## src/rtl/sample_fifo_pkg.sv

```systemverilog
// Shared sizing for the audio path: default sample width, FIFO depth and
// drop counter width used by sample_fifo and its neighbours.
package sample_fifo_pkg;

   localparam int D_WIDTH     = 16;
   localparam int FIFO_ADDR_W = 4;
   localparam int DROP_CNT_W  = 8;

endpackage

```

## src/rtl/sample_ram.sv

```systemverilog
// Depth x d_width register file: one synchronous write port and one
// asynchronous read port. Contents are not reset.
module sample_ram
   import sample_fifo_pkg::*;
#(
   parameter int d_width    = D_WIDTH,
   parameter int addr_width = FIFO_ADDR_W
) (
   input  logic                  clk,
   input  logic                  we,
   input  logic [addr_width-1:0] waddr,
   input  logic [d_width-1:0]    wdata,
   input  logic [addr_width-1:0] raddr,
   output logic [d_width-1:0]    rdata
);

   logic [d_width-1:0] mem [2**addr_width];

   always_ff @(posedge clk) begin
      if (we) begin
         mem[waddr] <= wdata;
      end
   end

   assign rdata = mem[raddr];

endmodule

```

## src/rtl/sample_fifo.sv

```systemverilog
// Elastic first-word-fall-through sample buffer in front of effect_module,
// with fill level, sticky overflow flag and a saturating drop counter.
module sample_fifo
   import sample_fifo_pkg::*;
#(
   parameter int d_width    = D_WIDTH,
   parameter int addr_width = FIFO_ADDR_W,
   parameter int cnt_width  = DROP_CNT_W
) (
   input  logic                  clk,
   input  logic                  reset,
   input  logic                  i_valid,
   input  logic [d_width-1:0]    i_sample,
   output logic                  o_data_ready,
   output logic [d_width-1:0]    o_data,
   input  logic                  i_read_enable,
   output logic                  o_full,
   output logic [addr_width:0]   o_level,
   output logic [cnt_width-1:0]  o_drop_count,
   output logic                  o_overflow
);

   localparam logic [addr_width:0]  ptr_one = 1;
   localparam logic [cnt_width-1:0] cnt_one = 1;

   logic [addr_width:0]  wr_ptr;
   logic [addr_width:0]  rd_ptr;
   logic [cnt_width-1:0] drop_count;
   logic                 overflow;
   logic                 empty;
   logic                 full;
   logic                 pop;
   logic                 push;
   logic                 drop;
   logic [d_width-1:0]   head;

   // Pointers carry one extra wrap bit so full and empty are distinguishable.
   assign empty = (wr_ptr == rd_ptr);
   assign full  = (wr_ptr[addr_width] != rd_ptr[addr_width]) &&
                  (wr_ptr[addr_width-1:0] == rd_ptr[addr_width-1:0]);

   // Handshake: upstream i_valid is a one-cycle strobe with no backpressure, so
   // a sample arriving while full with no pop is dropped. Downstream pops the
   // head at a posedge only when o_data_ready (=!empty) and i_read_enable are
   // both high; a read_enable while empty is ignored.
   assign pop  = i_read_enable && !empty;
   assign push = i_valid && (!full || pop);
   assign drop = i_valid && full && !pop;

   always_ff @(posedge clk) begin
      if (!reset) begin
         wr_ptr     <= '0;
         rd_ptr     <= '0;
         drop_count <= '0;
         overflow   <= 1'b0;
      end else begin
         if (push) begin
            wr_ptr <= wr_ptr + ptr_one;
         end
         if (pop) begin
            rd_ptr <= rd_ptr + ptr_one;
         end
         if (drop) begin
            overflow <= 1'b1;
            if (!(&drop_count)) begin
               drop_count <= drop_count + cnt_one;
            end
         end
      end
   end

   sample_ram #(
      .d_width    (d_width),
      .addr_width (addr_width)
   ) u_ram (
      .clk   (clk),
      .we    (push && reset),
      .waddr (wr_ptr[addr_width-1:0]),
      .wdata (i_sample),
      .raddr (rd_ptr[addr_width-1:0]),
      .rdata (head)
   );

   assign o_data_ready = !empty;
   assign o_data       = empty ? '0 : head;
   assign o_full       = full;
   assign o_level      = wr_ptr - rd_ptr;
   assign o_drop_count = drop_count;
   assign o_overflow   = overflow;

endmodule
```

## config.mk

```make
export PLATFORM = sky130hd
export DESIGN_NAME = sample_fifo
export DESIGN_NICKNAME = d
export VERILOG_FILES = /design/src/rtl/sample_fifo_pkg.sv /design/src/rtl/sample_ram.sv /design/src/rtl/sample_fifo.sv
export SDC_FILE = /design/constraint.sdc
export NUM_CORES = 1
export LEC_CHECK = 0
export CELL_PAD_IN_SITES_DETAIL_PLACEMENT = 0
export CELL_PAD_IN_SITES_GLOBAL_PLACEMENT = 1
export CORE_UTILIZATION = 45
export CTS_CLUSTER_SIZE = 16
export DETAILED_ROUTE_END_ITERATION = 7
export PLACE_DENSITY_LB_ADDON = 0.2
export SLEW_MARGIN = 20
export SYNTH_ARGS = -nofsm -noshare
export SYNTH_HDL_FRONTEND = slang
export SYNTH_SLANG_ARGS = --single-unit
```

## constraint.sdc

```tcl
create_clock -name clk -period 2.85 [get_ports clk]
set_input_delay 0.4275 -clock clk [delete_from_list [all_inputs] [get_ports clk]]
set_output_delay 0.4275 -clock clk [all_outputs]
set_load 0.005 [all_outputs]
```

# After elaboration in Yosys (flattened, before gate mapping)
# Memories as Yosys holds them, arrays and structs flattened. A register that Yosys moved wholly into a read port is not among the register bits.
# Index checks and enable logic that the tools add are counted.
# Widths: inputs -> output; s select.
# word_totals
reg_bits,19
ramBits,256
output_inout_bits,32
n_memories,1
# op_classes
addsub,4
eq_ne,3
n_mux,5
n_bitwise,1
reduce_logical,12
# mem_list
memory,words,width,read_ports,rd_ports_with_merged_regs,write_ports,line_no,text
u_ram.mem,16,16,1,1,1,sample_ram.sv:17,logic [d_width-1:0] mem [2**addr_width];
# op_table
operator,count
$mux 16,1
$add 5x1->5 const B,2
$add 8x1->8 const B,1
$mux 4,2
$reduce_and 8->1,1
$logic_and 1x1->1,6
$eq 5x5->1,1
$sub 5x5->5,1
$eq 4x4->1,1
$logic_not 1->1,3
$mux 1,2
$reduce_and 2->1,1
$logic_or 1x1->1,1
$ne 1x1->1,1
$not 1->1,1

# Depth between registers and ports, before layout
# depth
depth_word,8
ltp_mapped,8

# Cells and area by module
# From an unflattened synthesis, not the netlist that was laid out.
# hier_totals
hier_cells,558
area_unflattened_um2,10920.5
# modules_own_cells
module,instances,cells_per_inst,area_each_um2,seq_area_each_um2
sample_ram,1,416,9723.1,7687.4
sample_fifo,1,142,1197.4,380.4

# Worst setup path after synthesis
# No wires, ideal clock.
# synth_path
path_type,reg-to-reg
from,register wr_ptr[0]
to,memory u_ram.mem[0][0] (netlist name) (enable)
t_arrival_ns,2.200
t_required_ns,2.462
slack_ns,0.261
stages_incl_launch_ff,7
period_less_slack_ns,2.589
path_cell_list,dfxtp_1 -> inv_1 -> ha_1 -> nand4_1 -> o31ai_1 -> or3_1 -> nor2_1
# synth_between
elab_chain_len,8
elab_cells_between_ends,11
# synth_lines
element,line_no,text
from (decl),sample_fifo.sv:26,logic [addr_width:0] wr_ptr;
from (signal assigned),sample_fifo.sv:58,wr_ptr <= wr_ptr + ptr_one;
$eq 5x5->1 or $eq 4x4->1 (tied branches),"sample_fifo.sv:38, sample_fifo.sv:40",
$logic_not 1->1 or $logic_and 1x1->1 (tied branches),"sample_fifo.sv:46, sample_fifo.sv:39",
$logic_and 1x1->1 or $logic_not 1->1 (tied branches),"sample_fifo.sv:46, sample_fifo.sv:47",
$logic_or 1x1->1,sample_fifo.sv:47,assign push = i_valid && (!full || pop);
$logic_and 1x1->1,sample_fifo.sv:47,
$logic_and 1x1->1,sample_fifo.sv:77,".we (push && reset),"
$mux 1,sample_ram.sv:20,if (we) begin
$mux 1 (implied by the code),sample_ram.sv:21,mem[waddr] <= wdata;
to (decl),sample_ram.sv:17,
# Parallel ways exist; a longest one is shown, timed or not.

==> results.json <==
{
  "synth_compound_area_share_pct": 3.515,
  "die_h_um": 158.6,
  "min_to": "o_overflow",
  "dp_hpwl_mm": 14.28,
  "placed_cell_area_um2": 12400,
  "dr.pass1.iters": 4,
  "cts_sinks": 279,
  "yosysUniqueCellTypes": 44,
  "power_frac_clock_pct": 37.8,
  "drt-initial-drc-count": 339,
  "fin_crit_ns": 3.004,
  "cp-start-kind": "flop",
  "min_path_type": "reg -> reg",
  "setup_tns_ns": -1.681,
  "utilization_pct": 57.42,
  "fin_ws_ns": -0.1540,
  "grt-ovfl-total": 0,
  "worstReg2RegEnd": "u_ram.mem[10][8]",
  "synth-main-ff-cell": "edfxtp_1",
  "grt_pass1_vias": 6075,
  "crit_chain": "buf_12 > buf_8 > mux4_2 > mux2_4 > and2_4 > a221o_1 > buf_2",
  "rsz0062_at_grt": "yes",
  "leakage_nw": 4.474,
  "fmax_mhz": 332.9,
  "place_congestion": 0.8120,
  "synthMuxAreaShare_pct": 14.99,
  "critPathKind": "reg -> out",
  "setup_viol": 16,
  "critPathCaptureType": "output port",
  "power_per_cell_area_nw_per_um2": 709.0,
  "grt_max_degree": 23,
  "p_int_mw": 7.542,
  "crit_fanout": 7,
  "ant_nets": 0,
  "track_usage_pct": 20.50,
  "reg2reg_from": "rd_ptr[3]",
  "synthAdderAreaFrac_pct": 1.315,
  "routedWlPerCell_um": 23.96,
  "min_period_over_period_pct": 105.4,
  "async_flop_share_pct": 0,
  "min-delay-start": "o_overflow",
  "clk_path_buf_depth": 3,
  "final_max_slew_viol_count": 0,
  "syn_area_um2": 11030,
  "violations": "setup timing",
  "crit_slowest_cell": "mux4_2",
  "num_vias": 5686,
  "pwr-share-seq_pct": 47.0,
  "clock-root-buffer": "clkbuf_16",
  "pwr-share-comb_pct": 15.1,
  "core_um2": 23750,
  "rrSetupSlack_ns": 0.45,
  "final_cell_area_um2": 13640,
  "rr_worst_depth": 9,
  "status": "finished, violations left",
  "ys_seq_area_share_pct": 73.84,
  "synth_top_area_cell": "edfxtp_1",
  "dp.cells": 943,
  "antenna_found_initial": 0,
  "num_rows": 56,
  "hold_buffers": 0,
  "drc": 0,
  "final_hold_viol_count": 0,
  "synth_edf_count": 256,
  "numCtsBuffers": 29,
  "netlist_top_cells_area": "edfxtp_1, mux4_2, dfxtp_1, mux2_2, a221o_1",
  "finalWirelength_mm": 24.46,
  "synth_top_area_share_pct": 69.67,
  "p_sw_share_pct": 22.01,
  "syn_to_final_growth_pct": 23.61,
  "finalPower_mw": 9.670,
  "ys_ff_latch": 279,
  "required_ns": 2.42,
  "whs_ns": 0.4595,
  "fin_skew_ns": 0.008674,
  "start_util_pct": 46.45,
  "grt_pass1_wl_mm": 36.58,
  "cp.arrival_ns": 2.58,
  "synth_nets": 581,
  "die_x_um": 158.6,
  "avgSynthCellArea_um2": 20.06,
  "p_switching_mw": 2.128,
  "synth_warnings": 0,
  "synth-xor-area-share_pct": 0.8618,
  "worstHoldPathCells": 2,
  "cts_tree": "done",
  "cts.clk_slew.worst_paths_ns": 0.06,
  "dieArea_um2": 25150,
  "tightest_slew_ns": 0.5598,
  "io_buffers": 51,
  "clkLatencyLatePin_ns": 0.54,
  "synth_top_family_by_area": "multiplexers",
  "synthCells": 550,
  "htreeDepth": 1,
  "maxCapViolations": 0,
  "pre_cts_slack_ns": 0.04449,
  "ir_drop_uv": 455.5,
  "via_per_inst": 5.569,
  "slew_headroom_pct": 62.56,
  "nets": 712,
  "drive_above_1_share_pct": 34.19,
  "synthSimpleGateAreaFrac_pct": 3.742,
  "stdcell_count": 1021,
  "ioPinCount": 52,
  "critPathMaxStageDelay_ns": 0.52,
  "antennaDiodeCount": 0
}
## worst max-delay path, delay by kind of cell, from the launching register on
family          cells  cell delay [ns]
compound gates      1             0.28
buf+inv             3             0.40
flops               1             0.44
mux                 2             0.79
simple gates        1             0.13
## repair_timing
item,in CTS,in global routing
buffers inserted,27,1
setup endpoints to repair,17,17
gates cloned,2,0
gates resized for setup,135,8
pin swaps,16,4
## synth_stat cells, drive strengths merged (2+ instances only)
master  count
nand3       6
xor2        3
ha         10
or4         3
edfxtp    256
o31ai       7
a21o        2
o211ai      2
clkbuf     15
mux4       64
mux2       16
nor2       25
xnor2       7
nand2      11
inv        12
buf         9
and2       17
nand3b      2
a221o      16
nand4       4
a21oi      14
o311ai      2
o21ai       6
or3         7
dfxtp      23
## routing by layer
| layer | wire [µm] | up-vias | global-route usage [%] |
|---|---|---|---|
| met5 | 0 | - | 0 |
| met4 | 802 | 0 | 7.143 |
| met3 | 958 | 44 | 2.613 |
| met2 | 12180 | 153 | 35.48 |
| met1 | 10520 | 2957 | 26.69 |
| li1 | - | 2532 | - |
## flip-flops by register name, summed over array words and instances (netlist names), named ones only
register,cells
wr_ptr,5
o_overflow,1
u_ram.mem,256
o_drop_count,8
rd_ptr,5
## how the worst max path moves through the flow
stage | startpoint | cells after the start | end
5_1_grt | flop | 7 | o_data[9]
2_1_floorplan | wr_ptr[0] | 6 | u_ram.mem[0][0]
3_5_place_dp | flop | 6 | o_data[0]
3_3_place_gp | flop | 6 | o_data[0]
4_1_cts | flop | 7 | o_data[9]
6_report | flop | 7 | o_data[9]
## layout make-up
| class | instances | area (µm²) |
|---|---|---|
| flip-flops and latches | 279 | 8155 |
| well taps | 319 | 399.1 |
| clock inverters | 16 | 161.4 |
| clock buffers | 36 | 772.0 |
| inverters | 13 | 48.80 |
| multi-input cells | 234 | 2803 |
| repair buffers | 124 | 1300 |
| fillers | 1771 | 10110 |
## cells in the final DEF, fill, tap and decap left out, drive strengths merged, types with 2 or more instances in the layout
master and count:
edfxtp 256, nand3b 2, a221o 16, xor2 3, o21ai 6, dfxtp 23, and2 17, o31ai 7
nand2 11, a21o 2, ha 10, mux2 16, clkdlybuf4s50 34, nor2 25, o311ai 2, a21oi 14
or3 7, o211ai 2, mux4 64, clkbuf 36, or4 3, nand4 4, clkinv 12, inv 13
bufinv 3, buf 89, nand3 6, xnor2 7
## power by group through the flow
stage | Clock [mW] | Sequential [mW] | Combinational (mW)
CTS | 3.72 | 4.55 | 1.48
detailed placement | 0 | 4.64 | 1.33
global route | 3.87 | 4.55 | 1.58
global placement | 0 | 4.63 | 1.32
floorplan | 0 | 4.61 | 0.734
finish | 3.66 | 4.55 | 1.46
## kinds of logic (layout without fill, tap and decap cells)
logic type               after synthesis  count (layout)
AO/OA/AOI/OAI                         52              52
buffers and inverters                 37             189
AND/OR/NAND/NOR                       80              80
XOR/XNOR                              10              10
flip-flops                           279             279
multiplexers                          81              81
adder cells (fa/ha/maj)               11              11
Power figures use the tool's default switching activity.
